==> src/rtl/spi_master_sequencer.sv <==
// Transaction sequencer for the SPI master engine: one request of up to 4 write
// bytes then up to 4 read bytes, answered by a single 32-bit response.
module spi_master_sequencer #(
  parameter int unsigned pDivMax  = 4,
  parameter int unsigned pCsSetup = 4,
  parameter int unsigned pCsHold  = 4
) (
  input  logic        iSysClk,
  input  logic        iSysRst,
  input  logic        iReqVld,
  output logic        oReqRdy,
  input  logic [31:0] iReqWrData,
  input  logic [2:0]  iReqWrLen,
  input  logic [2:0]  iReqRdLen,
  output logic        oRspVld,
  output logic [31:0] oRspData,
  output logic        oRspErr,
  output logic        oBusy,
  output logic [7:0]  oMWd,
  input  logic [7:0]  iMRd,
  input  logic        iMSpiIntr,
  output logic        oMSPICs,
  output logic        oSPIEn,
  output logic        oDivCke,
  input  logic        iMSSel
);

  localparam int unsigned DataW  = 32;
  localparam int unsigned ByteW  = 8;
  localparam int unsigned LenW   = 3;
  localparam int unsigned NumW   = 4;
  localparam int unsigned MaxCnt = (pDivMax > pCsSetup)
                                 ? ((pDivMax > pCsHold) ? pDivMax : pCsHold)
                                 : ((pCsSetup > pCsHold) ? pCsSetup : pCsHold);
  localparam int unsigned CntW   = $clog2(MaxCnt + 1);

  localparam logic [CntW-1:0] DivLast   = CntW'(pDivMax - 1);
  localparam logic [CntW-1:0] SetupLast = CntW'(pCsSetup - 1);
  localparam logic [CntW-1:0] HoldLast  = CntW'(pCsHold - 1);

  typedef enum logic [2:0] {
    IDLE, CS_SETUP, LOAD, SHIFT, CS_HOLD, RESP, ABORT
  } state_t;

  state_t            state, stateNext;
  logic [CntW-1:0]   cnt, cntNext;
  logic [NumW-1:0]   byteCnt, byteCntNext;
  logic [DataW-1:0]  wrShift, wrShiftNext;
  logic [DataW-1:0]  rdData, rdDataNext;
  logic [LenW-1:0]   wrLen, wrLenNext, rdLen, rdLenNext;
  logic [NumW-1:0]   nTotal, nReq;

  logic              reqRdyNext, rspVldNext, rspErrNext, busyNext;
  logic              csNext, spiEnNext, divCkeNext;
  logic [DataW-1:0]  rspDataNext;
  logic [ByteW-1:0]  mWdNext;

  function automatic logic [LenW-1:0] clampLen(input logic [LenW-1:0] len);
    return (len > LenW'(4)) ? LenW'(4) : len;
  endfunction

  assign nTotal = NumW'(wrLen) + NumW'(rdLen);
  assign nReq   = NumW'(clampLen(iReqWrLen)) + NumW'(clampLen(iReqRdLen));

  // Next-state, datapath and registered-output decode
  always_comb begin
    stateNext   = state;
    cntNext     = cnt;
    byteCntNext = byteCnt;
    wrShiftNext = wrShift;
    rdDataNext  = rdData;
    wrLenNext   = wrLen;
    rdLenNext   = rdLen;
    reqRdyNext  = 1'b0;
    rspVldNext  = 1'b0;
    rspErrNext  = 1'b0;
    busyNext    = 1'b0;
    csNext      = 1'b1;
    spiEnNext   = 1'b0;
    divCkeNext  = 1'b0;
    rspDataNext = oRspData;
    mWdNext     = 8'hFF;

    case (state)
      IDLE: begin
        if (iReqVld && oReqRdy) begin
          wrShiftNext = iReqWrData;
          wrLenNext   = clampLen(iReqWrLen);
          rdLenNext   = clampLen(iReqRdLen);
          rdDataNext  = '0;
          byteCntNext = '0;
          cntNext     = '0;
          stateNext   = (nReq == '0) ? RESP : CS_SETUP;
        end
      end
      CS_SETUP: begin
        if (cnt == SetupLast) begin
          cntNext   = '0;
          stateNext = LOAD;
        end else begin
          cntNext = cnt + 1'b1;
        end
      end
      LOAD: begin
        cntNext   = '0;
        stateNext = SHIFT;
      end
      SHIFT: begin
        if (iMSpiIntr) begin
          if (byteCnt >= NumW'(wrLen)) rdDataNext = {rdData[23:0], iMRd};
          wrShiftNext = {wrShift[23:0], 8'hFF};
          byteCntNext = byteCnt + 1'b1;
          cntNext     = '0;
          stateNext   = (byteCntNext == nTotal) ? CS_HOLD : LOAD;
        end else begin
          cntNext = (cnt == DivLast) ? '0 : cnt + 1'b1;
        end
      end
      CS_HOLD: begin
        if (cnt == HoldLast) stateNext = RESP;
        else cntNext = cnt + 1'b1;
      end
      RESP:    stateNext = IDLE;
      ABORT:   stateNext = IDLE;
      default: stateNext = IDLE;
    endcase

    // A slave-mode strap kills any transfer in flight
    if (iMSSel && !(state inside {IDLE, RESP, ABORT})) stateNext = ABORT;

    reqRdyNext = (stateNext == IDLE) && !iMSSel;
    busyNext   = (stateNext != IDLE);
    csNext     = !(stateNext inside {CS_SETUP, LOAD, SHIFT, CS_HOLD});
    spiEnNext  = (stateNext == SHIFT);
    divCkeNext = (stateNext == SHIFT) && (cntNext == DivLast);
    rspVldNext = (stateNext inside {RESP, ABORT});
    rspErrNext = (stateNext == ABORT);
    if (stateNext == RESP)       rspDataNext = rdDataNext;
    else if (stateNext == ABORT) rspDataNext = '0;

    // Write bytes come MSB first; the read phase clocks out idle 0xFF
    if (stateNext == LOAD)
      mWdNext = (byteCntNext < NumW'(wrLenNext)) ? wrShiftNext[31:24] : 8'hFF;
    else if (stateNext == SHIFT)
      mWdNext = oMWd;
  end

  always_ff @(posedge iSysClk) begin
    if (!iSysRst) begin
      state    <= IDLE;
      cnt      <= '0;
      byteCnt  <= '0;
      wrShift  <= '0;
      rdData   <= '0;
      wrLen    <= '0;
      rdLen    <= '0;
      oReqRdy  <= 1'b0;
      oRspVld  <= 1'b0;
      oRspErr  <= 1'b0;
      oRspData <= '0;
      oBusy    <= 1'b0;
      oMWd     <= 8'hFF;
      oMSPICs  <= 1'b1;
      oSPIEn   <= 1'b0;
      oDivCke  <= 1'b0;
    end else begin
      state    <= stateNext;
      cnt      <= cntNext;
      byteCnt  <= byteCntNext;
      wrShift  <= wrShiftNext;
      rdData   <= rdDataNext;
      wrLen    <= wrLenNext;
      rdLen    <= rdLenNext;
      oReqRdy  <= reqRdyNext;
      oRspVld  <= rspVldNext;
      oRspErr  <= rspErrNext;
      oRspData <= rspDataNext;
      oBusy    <= busyNext;
      oMWd     <= mWdNext;
      oMSPICs  <= csNext;
      oSPIEn   <= spiEnNext;
      oDivCke  <= divCkeNext;
    end
  end

endmodule

==> config.mk <==
export PLATFORM = sky130hd
export DESIGN_NAME = spi_master_sequencer
export DESIGN_NICKNAME = d
export VERILOG_FILES = /design/src/rtl/spi_master_sequencer.sv
export SDC_FILE = /design/constraint.sdc
export NUM_CORES = 1
export LEC_CHECK = 0
export ABC_CLOCK_PERIOD_IN_PS = 2700
export BUFFER_PORTS_ARGS = -buffer_cell sky130_fd_sc_hd__buf_4
export CAP_MARGIN = 40
export CORE_UTILIZATION = 31
export DETAILED_ROUTE_END_ITERATION = 10
export PLACE_DENSITY = 0.49
export SYNTH_ARGS = -nofsm -noshare
export SYNTH_HDL_FRONTEND = slang
export SYNTH_SLANG_ARGS = --single-unit
==> constraint.sdc <==
create_clock -name iSysClk -period 2.7 [get_ports iSysClk]
set_clock_uncertainty 0.15 [all_clocks]
set_input_delay 0.405 -clock iSysClk [delete_from_list [all_inputs] [get_ports iSysClk]]
set_output_delay 0.405 -clock iSysClk [all_outputs]
set_load 0.01 [all_outputs]
==> flow_summary.yaml, run 1 <==
die:
  core_sq_mm: 0.0172
  rows: 48
  pin_count: 98
  die_y_microns: 135
  die_w_microns: 135
  initial_core_util_pct: 31.7
  die_area_sq_mm: 0.0181
finish:
  nets: 768
  layout.cells.non_filler: 939
  drive_above_1_share_pct: 29.1
  final_cell_area_sq_mm: 0.00742
  area_growth_pct: 36.0
  antennaDiodeCount: 0
hold_path:
  whs_path_depth: 3
  whs_endpoint: "wrShift[23]$_SDFFE_PN0P_"
  hold_path.class: "in2reg"
  worstHoldStart: "iReqWrData[23]"
global_routing:
  overflow: 0
  antenna_found_initial: 0
  met1_usage_pct: 19.7
  grt_use_met2_pct: 25.7
  grt_busiest_layer: "met2"
  use_met3_pct: 4.80
  grt_pass1_wl_microns: 22400
  grt_max_degree: 42
  grtUsageTotal_pct: 15.8
  grt_pass1_vias: 4567
worst_setup_path:
  crit_slowest_cell: "fa_1"
  r2r_end: "oRspData[18]$_SDFFE_PN0P_"
  path_cells: "ha_1 > fa_1 > xnor2_1 > xnor2_1 > nor3_4 > a31oi_4 > nor3_4 > buf_12 > a22o_1"
  cp-start-kind: "register"
  critPathCaptureType: "register"
  critical_path.max_stage_delay_ps: 380
  r2r_start: "wrLen[0]$_SDFF_PN0_"
  cp.arrival_ps: 2740
  cp_max_fo: 32
  criticalPathCategory: "reg2reg"
  worstPathRequired_ps: 2850
  r2r_slack_ps: 100
  reg2reg_depth: 9
sta:
  setup_tns_ps: 0
  slew_violations: 0
  setup-violations-final: 0
  timing.final.ws_setup_ps: 104
  rsz0062_at_grt: "no"
  worst_pin_slew_ps: 542
  finalCriticalPeriod_ps: 2600
  relSlewSlack_pct: 63.8
  finalHoldViolations: 0
  fmax_mhz: 385
  fin_crit_sh_pct: 96.1
clock_tree:
  ctsRootBufferMaster: "clkbuf_16"
  clkTransAtPathRegs_ps: 60
  cts_tree: "done"
  insertion_delay_ps: 410
  clockBufferDepth: 2
  h-tree-depth: 4
  cts.sinks: 127
  cts_buffers: 17
  cts_hold_buf: 0
route:
  first_iter_violations: 268
  vias: 4675
  drtPass1Iterations: 5
  antenna_left: 0
  drc: 0
  vias_per_cell: 4.98
  wl_per_cell_microns: 15.3
  drt-total-wl_microns: 14400
pwr:
  powerDensity_mw_per_mm2: 653
  total_power_mw: 4.84
  ir_drop_mv: 0.426
  power_leakage_nw: 3.33
synthesis:
  async_reset_ff_share_pct: 0
  synth_seq_cells: 127
  synth_cells: 577
  ys_types: 57
  synthFlopType: "dfxtp_1"
  ys_warn_count: 0
  yosysSeqAreaShare_pct: 46.6
  syn_nets: 644
  syn-mean-instance-area_sq_um: 9.46
  synth_area_sq_mm: 0.00546
  synth_edf_count: 0
placed_design:
  place_area_sq_mm: 0.00663
  globalplace.congestion: 0.790
  port_buffers: 97
  place_ws_ps: -336
  dp_hpwl_microns: 9480
  placedCellCount: 897
job:
  cap_viol_max_count: 0
outcome:
  status: "complete, no violations"
layout make-up:
type / count / area [sq um]
tap: 225 / 282
timing repair buffer: 141 / 1110
clock buffer: 20 / 467
multi-input combinational: 373 / 2720
fill: 1700 / 9820
sequential: 127 / 2550
clock inverter: 12 / 145
inverter: 41 / 154
flip-flops by register name (all words and copies together) (netlist names):
name	cells
wrLen	3
oRspVld	1
oBusy	1
oDivCke	1
cnt	3
oRspErr	1
oMWd	8
rdData	32
oMSPICs	1
oSPIEn	1
oRspData	32
wrShift	32
state	3
rdLen	3
oReqRdy	1
byteCnt	4
synthesized netlist by cell type (all sizes together), types with 2 or more instances:
master / n / area share [%]
a31oi: 4 / 0.69
fa: 2 / 0.73
xor2: 4 / 0.64
o21ai: 12 / 1.1
nor2: 68 / 4.7
nor3: 10 / 1.3
nand4: 6 / 0.80
ha: 14 / 3.2
clkbuf: 16 / 1.1
and2: 36 / 4.1
or3: 2 / 0.23
o22ai: 2 / 0.23
buf: 23 / 2.6
nand2: 39 / 2.7
nand2b: 3 / 0.34
or2: 2 / 0.23
a21oi: 22 / 2.0
a21o: 2 / 0.28
nor2b: 8 / 0.92
xnor2: 5 / 0.94
mux2: 8 / 1.7
mux2i: 27 / 5.0
inv: 41 / 2.8
o21a: 3 / 0.41
dfxtp: 127 / 47
a222oi: 24 / 4.4
a22o: 33 / 5.3
nand3: 8 / 0.73
o22a: 8 / 1.3
kinds of logic (layout without fill, tap and decap cells):
group / Yosys count / after routing / share of synthesized area, %
buffers and inverters: 80 / 214 / 6.49
muxes: 35 / 35 / 6.60
AOI/OAI and AO/OA: 123 / 126 / 17.9
xor gates and xnor gates: 9 / 9 / 1.58
DFF: 127 / 127 / 46.6
adders and majority gates: 16 / 16 / 3.94
and+or+nand+nor: 187 / 187 / 16.9
how the worst max path moves through the flow:
stage                                    from                   endpoint  slack (ps)  cells after the start
after global routing      state[1]$_SDFF_PN0_       oMWd[5]$_SDFFE_PN1P_           2                     11
after floorplan                  iReqWrLen[0]  oRspData[10]$_SDFFE_PN0P_          10                     10
final                     wrLen[0]$_SDFF_PN0_  oRspData[18]$_SDFFE_PN0P_         100                      9
after CTS                 wrLen[0]$_SDFF_PN0_   oRspData[0]$_SDFFE_PN0P_          40                      8
after detailed placement         iReqWrLen[2]   oRspData[0]$_SDFFE_PN0P_        -340                     10
after global placement           iReqWrLen[0]   oRspData[0]$_SDFFE_PN0P_        -290                     10
power breakdown:
| group | leakage, nW | internal [mW] | switching [mW] |
|---|---|---|---|
| sequential | 1.03 | 1.92 | 0.0303 |
| combinational | 2.01 | 0.250 | 0.299 |
| clock | 0.300 | 1.46 | 0.887 |
layout by cell type (no fill, tap or decap), drive strengths merged, types with 3 or more instances in the layout:
cell type / instances
nand2b: 3
buf: 141
and2: 36
mux2i: 27
xor2: 4
inv: 47
a31oi: 4
a21oi: 22
nand2: 39
dfxtp: 127
ha: 14
clkinv: 3
nor2b: 8
a22o: 33
o211a: 4
clkbuf: 20
a222oi: 24
o21ai: 12
nand3: 8
nand4: 6
nor3: 10
mux2: 8
xnor2: 5
o21a: 3
nor2: 68
o22a: 8
per-stage QoR:
stage / util, % / hold WS (ps)
after floorplan: - / 290
after detailed placement: 38.5 / 319
after CTS: 42.3 / 58.5
after global routing: 43.0 / 63.3
final: 43.0 / 81.4
after global placement: 38.5 / 315
worst max-delay path: cells and delay by family, from the launching register on:
kind / cells / cell delay, ps
adder cells (fa/ha/maj): 2 / 610
AO/OA/AOI/OAI: 2 / 550
XOR/XNOR: 2 / 450
flip-flops: 1 / 340
buffers and inverters: 1 / 190
AND/OR/NAND/NOR: 2 / 170
routing by layer:
metal,up-vias,part of all wire [%]
li1,2296,-
met1,2253,46
met2,113,47
met3,13,5.6
met4,0,1.0
met5,-,0
what timing repair did:
item	in CTS	in global routing
resized for setup	8	11
gates cloned	0	3
pin swaps	3	4
setup buffers	1	6
endpoints found under the setup margin	30	40
No activity file was read; power rests on OpenSTA's default activity.
==> run 2: changes to the inputs <==
--- a/config.mk
+++ b/config.mk
@@ -11,6 +11,7 @@
 export CORE_UTILIZATION = 31
 export DETAILED_ROUTE_END_ITERATION = 10
 export PLACE_DENSITY = 0.49
+export RECOVER_POWER = 25
 export SYNTH_ARGS = -nofsm -noshare
 export SYNTH_HDL_FRONTEND = slang
 export SYNTH_SLANG_ARGS = --single-unit
==> run 2 against run 1 <==
Via count up 0.21%. Highest routed layer unchanged. Combinational power down 1%. Fmax about the same. Core utilization down 0.91 points. Hold slack better by 1.0 ps. Final cell count unchanged.
==> flow_summary.yaml, run 2 (synthesis gave the netlist of run 1 again) <==
sta:
  relSlewSlack_pct: 63.8
  slew_violations: 0
  rsz0062_at_grt: "no"
  fmax_mhz: 385
  worst_pin_slew_ps: 543
  fin_crit_sh_pct: 96.2
  setup-violations-final: 0
  finalHoldViolations: 0
  finalCriticalPeriod_ps: 2600
finish:
  mostFrequentLayoutCell: "dfxtp_1"
  drive_above_1_share_pct: 23.2
  antennaDiodeCount: 0
  nFillCells: 1739
  seqCellArea_sq_mm: 0.00255
  mostFrequentLayoutCells: "dfxtp_1, buf_4, nor2_1"
  area_growth_pct: 33.1
  multi_input_area_sq_mm: 0.00272
  nets: 768
  reg_top3: "oRspData x32, rdData x32, wrShift x32"
  fin_util_pct: 42.1
worst_setup_path:
  crit_slowest_cell: "fa_1"
  cp.arrival_ps: 2740
  cp-start-kind: "register"
  critPathCaptureType: "register"
  critPathBufInv: 1
  crit_family: "adder cells"
  cp_max_fo: 32
  worstPathRequired_ps: 2850
  path_cells: "ha_1 > fa_1 > xnor2_1 > xnor2_1 > nor3_4 > a31oi_4 > nor3_4 > buf_12 > a22o_1"
  critical_path.max_stage_delay_ps: 380
  criticalPathCategory: "reg2reg"
pwr:
  p_comb_share_pct: 11.2
  p_sw_share_pct: 25.2
  p_clk_share_pct: 48.5
  pwr-share-seq_pct: 40.4
  ir_drop_mv: 0.426
  p_sw_mw: 1.22
  total_power_mw: 4.84
  power_leakage_nw: 3.17
  intPower_mw: 3.62
  powerDensity_mw_per_mm2: 667
placed_design:
  dp_hpwl_microns: 9480
  port_buffers: 97
  globalplace.congestion: 0.790
route:
  drt-total-wl_microns: 14500
  wl_per_cell_microns: 15.4
  drtPass1Iterations: 5
  vias_per_cell: 4.99
  antenna_left: 0
  drc: 0
  vias: 4685
  first_iter_violations: 281
die:
  pin_count: 98
  die_area_sq_mm: 0.0181
  rows: 48
  die_w_microns: 135
  die_y_microns: 135
  initial_core_util_pct: 31.7
  core_sq_mm: 0.0172
clock_tree:
  insertion_delay_ps: 410
  cts_tree: "done"
  h-tree-depth: 4
  cts_hold_buf: 0
  ctsRootBufferMaster: "clkbuf_16"
  cts.sinks: 127
  clockBufferDepth: 2
  clkTransAtPathRegs_ps: 60
  cts_buffers: 17
hold_path:
  hold_path.class: "in2reg"
job:
  cap_viol_max_count: 0
global_routing:
  grt_pass1_wl_microns: 22400
  grtUsageTotal_pct: 15.8
  grt_pass1_vias: 4567
  overflow: 0
  antenna_found_initial: 0
  grt_max_degree: 42
outcome:
  status: "complete, no violations"
-- run 2: through the flow --
stage	hold slack, ps	setup TNS, ps	area [sq um]	worst slack (ps)	cells
after floorplan	290	0	5500	12.1	577
after global placement	315	-9780	6630	-290	897
after detailed placement	319	-11640	6630	-336	897
after CTS	58.5	0	7300	36.2	930
after global routing	63.3	0	7260	2.01	939
final	82.4	0	7260	103	939
-- run 2: worst reg2reg max path: cells and delay by family (launching register included) --
family	cells	cell delay (ps)
DFF	1	340
and+or+nand+nor	2	180
AOI/OAI and AO/OA	2	550
buffers and inverters	1	190
adders and majority gates	2	610
xor gates and xnor gates	2	450
-- run 2: path summary, 6_finish.rpt --
path | from | cells after the start | slack [ps] | to
worst min register to register | oRspData[29]$_SDFFE_PN0P_ | 1 | 330 | oRspData[29]$_SDFFE_PN0P_
worst min-delay path | iReqWrData[23] | 3 | 80 | wrShift[23]$_SDFFE_PN0P_
worst max-delay path | wrLen[0]$_SDFF_PN0_ | 9 | 100 | oRspData[18]$_SDFFE_PN0P_
worst max register to register | wrLen[0]$_SDFF_PN0_ | 9 | 100 | oRspData[18]$_SDFFE_PN0P_
-- run 2: layout make-up --
| type | instances | share of cell area, % |
|---|---|---|
| sequential | 127 | 35.1 |
| timing repair buffer | 141 | 13.1 |
| clock inverter | 12 | 2.00 |
| inverter | 41 | 2.12 |
| multi-input combinational | 373 | 37.4 |
| clock buffer | 20 | 6.43 |
| tap | 225 | 3.88 |
-- run 2: layer usage --
| metal | part of all wire [%] | vias up | global-route usage, % |
|---|---|---|---|
| met5 | 0 | - | 0 |
| met4 | 1.1 | 0 | 6.12 |
| met3 | 5.3 | 15 | 4.80 |
| met2 | 47 | 106 | 25.7 |
| met1 | 47 | 2264 | 19.7 |
| li1 | - | 2300 | - |
-- run 2: power groups by stage --
stage,Clock [mW],Combinational (mW),Sequential (mW)
global placement,0,0.484,1.99
global route,2.48,0.594,1.96
CTS,2.40,0.505,1.95
floorplan,0,0.312,1.99
finish,2.35,0.542,1.95
detailed placement,0,0.492,1.99
-- run 2: what timing repair did --
| action | 4_1_cts | 5_1_grt |
|---|---|---|
| gates cloned | 0 | 3 |
| resized for setup | 8 | 11 |
| pin swaps | 3 | 4 |
| endpoints found under the setup margin | 30 | 40 |
| endpoints found under the hold margin | 0 | 0 |
| setup buffers | 1 | 6 |
==> run 3: changes to the inputs <==
--- a/config.mk
+++ b/config.mk
@@ -5,6 +5,7 @@
 export SDC_FILE = /design/constraint.sdc
 export NUM_CORES = 1
 export LEC_CHECK = 0
+export ABC_AREA = 1
 export ABC_CLOCK_PERIOD_IN_PS = 2700
 export BUFFER_PORTS_ARGS = -buffer_cell sky130_fd_sc_hd__buf_4
 export CAP_MARGIN = 40
==> run 3 against run 2 <==
Highest routed layer unchanged. Sequential power up 8%. Final cell count up 19%. Core utilization down 1.4 points. Synthesized cell count up 34%. Non-clock buffer count down 19. Combinational power rose to 2.9 times the previous value. Largest cell class is now registers.
==> flow_summary.yaml, run 3 <==
die:
  die_area_sq_mm: 0.0186
  pin_count: 98
  rows: 48
  initial_core_util_pct: 32.0
  die_w_microns: 136
  core_sq_mm: 0.0175
  die_y_microns: 136
worst_setup_path:
  r2r_start: "wrLen[0]$_SDFF_PN0_"
  critPathCaptureType: "register"
  criticalPathCategory: "reg2reg"
  cp-start-kind: "register"
  path_cells: "ha_1 > fa_1 > xnor2_1 > nand2_1 > nor2_2 > nand2_1 > nand2_1 > nand3_2 > o21ai_4 > buf_12 > nand3_1 > nand2_1"
  crit_slowest_cell: "fa_1"
  critical_path.max_stage_delay_ps: 470
  crit_path_start: "wrLen[0]$_SDFF_PN0_"
  cp_max_fo: 18
  critPathMostFrequentCell: "nand2_1"
  cp.arrival_ps: 2720
  critPathBufInv: 1
  crit_family: "adder cells"
  worstPathRequired_ps: 2900
route:
  first_iter_violations: 317
  vias: 5065
  drc: 0
  antenna_left: 0
  drt-total-wl_microns: 14300
  drtPass1Iterations: 4
  wl_per_cell_microns: 12.9
  vias_per_cell: 4.55
outcome:
  status: "complete, no violations"
global_routing:
  met1_usage_pct: 23.7
  grt_max_degree: 36
  use_met3_pct: 4.25
  grt_pass1_vias: 4795
  antenna_found_initial: 0
  grt_busiest_layer: "met2"
  grt_pass1_wl_microns: 23900
  overflow: 0
  grt_use_met2_pct: 23.9
  grtUsageTotal_pct: 16.6
pwr:
  p_sw_share_pct: 31.8
  total_power_mw: 5.98
  p_sw_mw: 1.90
  p_clk_share_pct: 38.2
  intPower_mw: 4.08
  ir_drop_mv: 0.487
  power_leakage_nw: 3.15
  p_comb_share_pct: 26.6
  powerDensity_mw_per_mm2: 840
  pwr-share-seq_pct: 35.3
finish:
  nFillCells: 1903
  mostFrequentLayoutCell: "nand2_1"
  final_cell_area_sq_mm: 0.00711
  antennaDiodeCount: 0
  seqCellArea_sq_mm: 0.00254
  nets: 942
  fin_util_pct: 40.7
  area_growth_pct: 27.1
  mostFrequentLayoutCells: "nand2_1, dfxtp_1, inv_1"
  layout.cells.non_filler: 1113
  reg_top3: "oRspData x32, rdData x32, wrShift x32"
  multi_input_area_sq_mm: 0.00240
  drive_above_1_share_pct: 14.1
synthesis:
  synth_seq_cells: 127
  syn_nets: 843
  synth_area_sq_mm: 0.00560
  synth_edf_count: 0
  ys_warn_count: 0
  synth_top_cell_by_area: "dfxtp_1"
  ys_types: 31
  synth.most_common_cell: "nand2_1"
  synth_area_leaders: "dfxtp_1, nand2_1, nand3_1, inv_1, nor2_1"
  syn-mean-instance-area_sq_um: 7.21
  synthFlopType: "dfxtp_1"
  yosysSeqAreaShare_pct: 45.4
  synth_cells: 776
  async_reset_ff_share_pct: 0
  synthTopCellsByCount: "nand2_1, dfxtp_1, inv_1"
  yosysTopAreaCellShare_pct: 45.4
placed_design:
  port_buffers: 97
  place_area_sq_mm: 0.00664
  globalplace.congestion: 0.784
  dp_hpwl_microns: 9660
  placedCellCount: 1079
clock_tree:
  cts_buffers: 17
  clkTransAtPathRegs_ps: 60
  cts_tree: "done"
  clockBufferDepth: 2
  h-tree-depth: 4
  cts.sinks: 127
  ctsRootBufferMaster: "clkbuf_16"
  insertion_delay_ps: 410
hold_path:
  worstHoldStart: "iReqWrData[10]"
  hold_path.class: "in2reg"
sta:
  finalCriticalPeriod_ps: 2520
  fmax_mhz: 398
  worst_pin_slew_ps: 521
  relSlewSlack_pct: 65.2
  fin_crit_sh_pct: 93.2
  slew_violations: 0
  setup_tns_ps: 0
  finalHoldViolations: 0
  setup-violations-final: 0
job:
  cap_viol_max_count: 0
run 3: path summary, 6_finish.rpt:
path / to / slack, ps / depth (start not counted)
min reg2reg: oRspData[15]$_SDFFE_PN0P_ / 310 / 2
min: wrShift[10]$_SDFFE_PN0P_ / 120 / 3
max reg2reg: oRspData[11]$_SDFFE_PN0P_ / 180 / 12
max: oRspData[11]$_SDFFE_PN0P_ / 180 / 12
run 3: metal layers:
layer	share of wire, %	vias up
met2	41	87
met5	0	-
li1	-	2679
met1	53	2286
met4	1.2	0
met3	5.1	13
run 3: tightest hold or removal path: cells and delay by family:
family	cells	cell delay [ps]
compound gates	2	160
buf+inv	1	80
run 3: metrics by stage:
| step | worst slack (ps) | hold slack [ps] |
|---|---|---|
| floorplan | 271 | 294 |
| CTS | 101 | 96.3 |
| finish | 185 | 119 |
| global route | -0.100 | 104 |
| global placement | -57.5 | 307 |
| detailed placement | 7.05 | 308 |
run 3: cell type report:
cell class	count	area share (%)
Timing Repair Buffer	122	11.6
Tap cell	225	3.96
Sequential cell	127	35.7
Clock inverter	10	1.53
Clock buffer	22	6.81
Inverter	124	6.54
Multi-Input combinational cell	483	33.8
run 3: cell families after synthesis:
kind of cell	count (synthesis)	share of synthesized area (%)
buffers and inverters	166	11.9
AOI/OAI and AO/OA	109	11.9
and+or+nand+nor	354	26.3
adders and majority gates	16	3.84
xor gates and xnor gates	4	0.626
DFF	127	45.4
run 3: power groups by stage:
stage | clock network, mW | registers [mW] | logic (mW)
global route | 2.42 | 2.13 | 1.80
CTS | 2.34 | 2.11 | 1.61
detailed placement | 0 | 2.15 | 1.60
global placement | 0 | 2.15 | 1.61
floorplan | 0 | 2.16 | 1.00
finish | 2.28 | 2.11 | 1.59
run 3: timing repair:
item	CTS	global route
buffers inserted	0	1
endpoints found under the setup margin	0	17
hold buffers	1	0
hold endpoints to repair	1	0
resized for setup	0	4
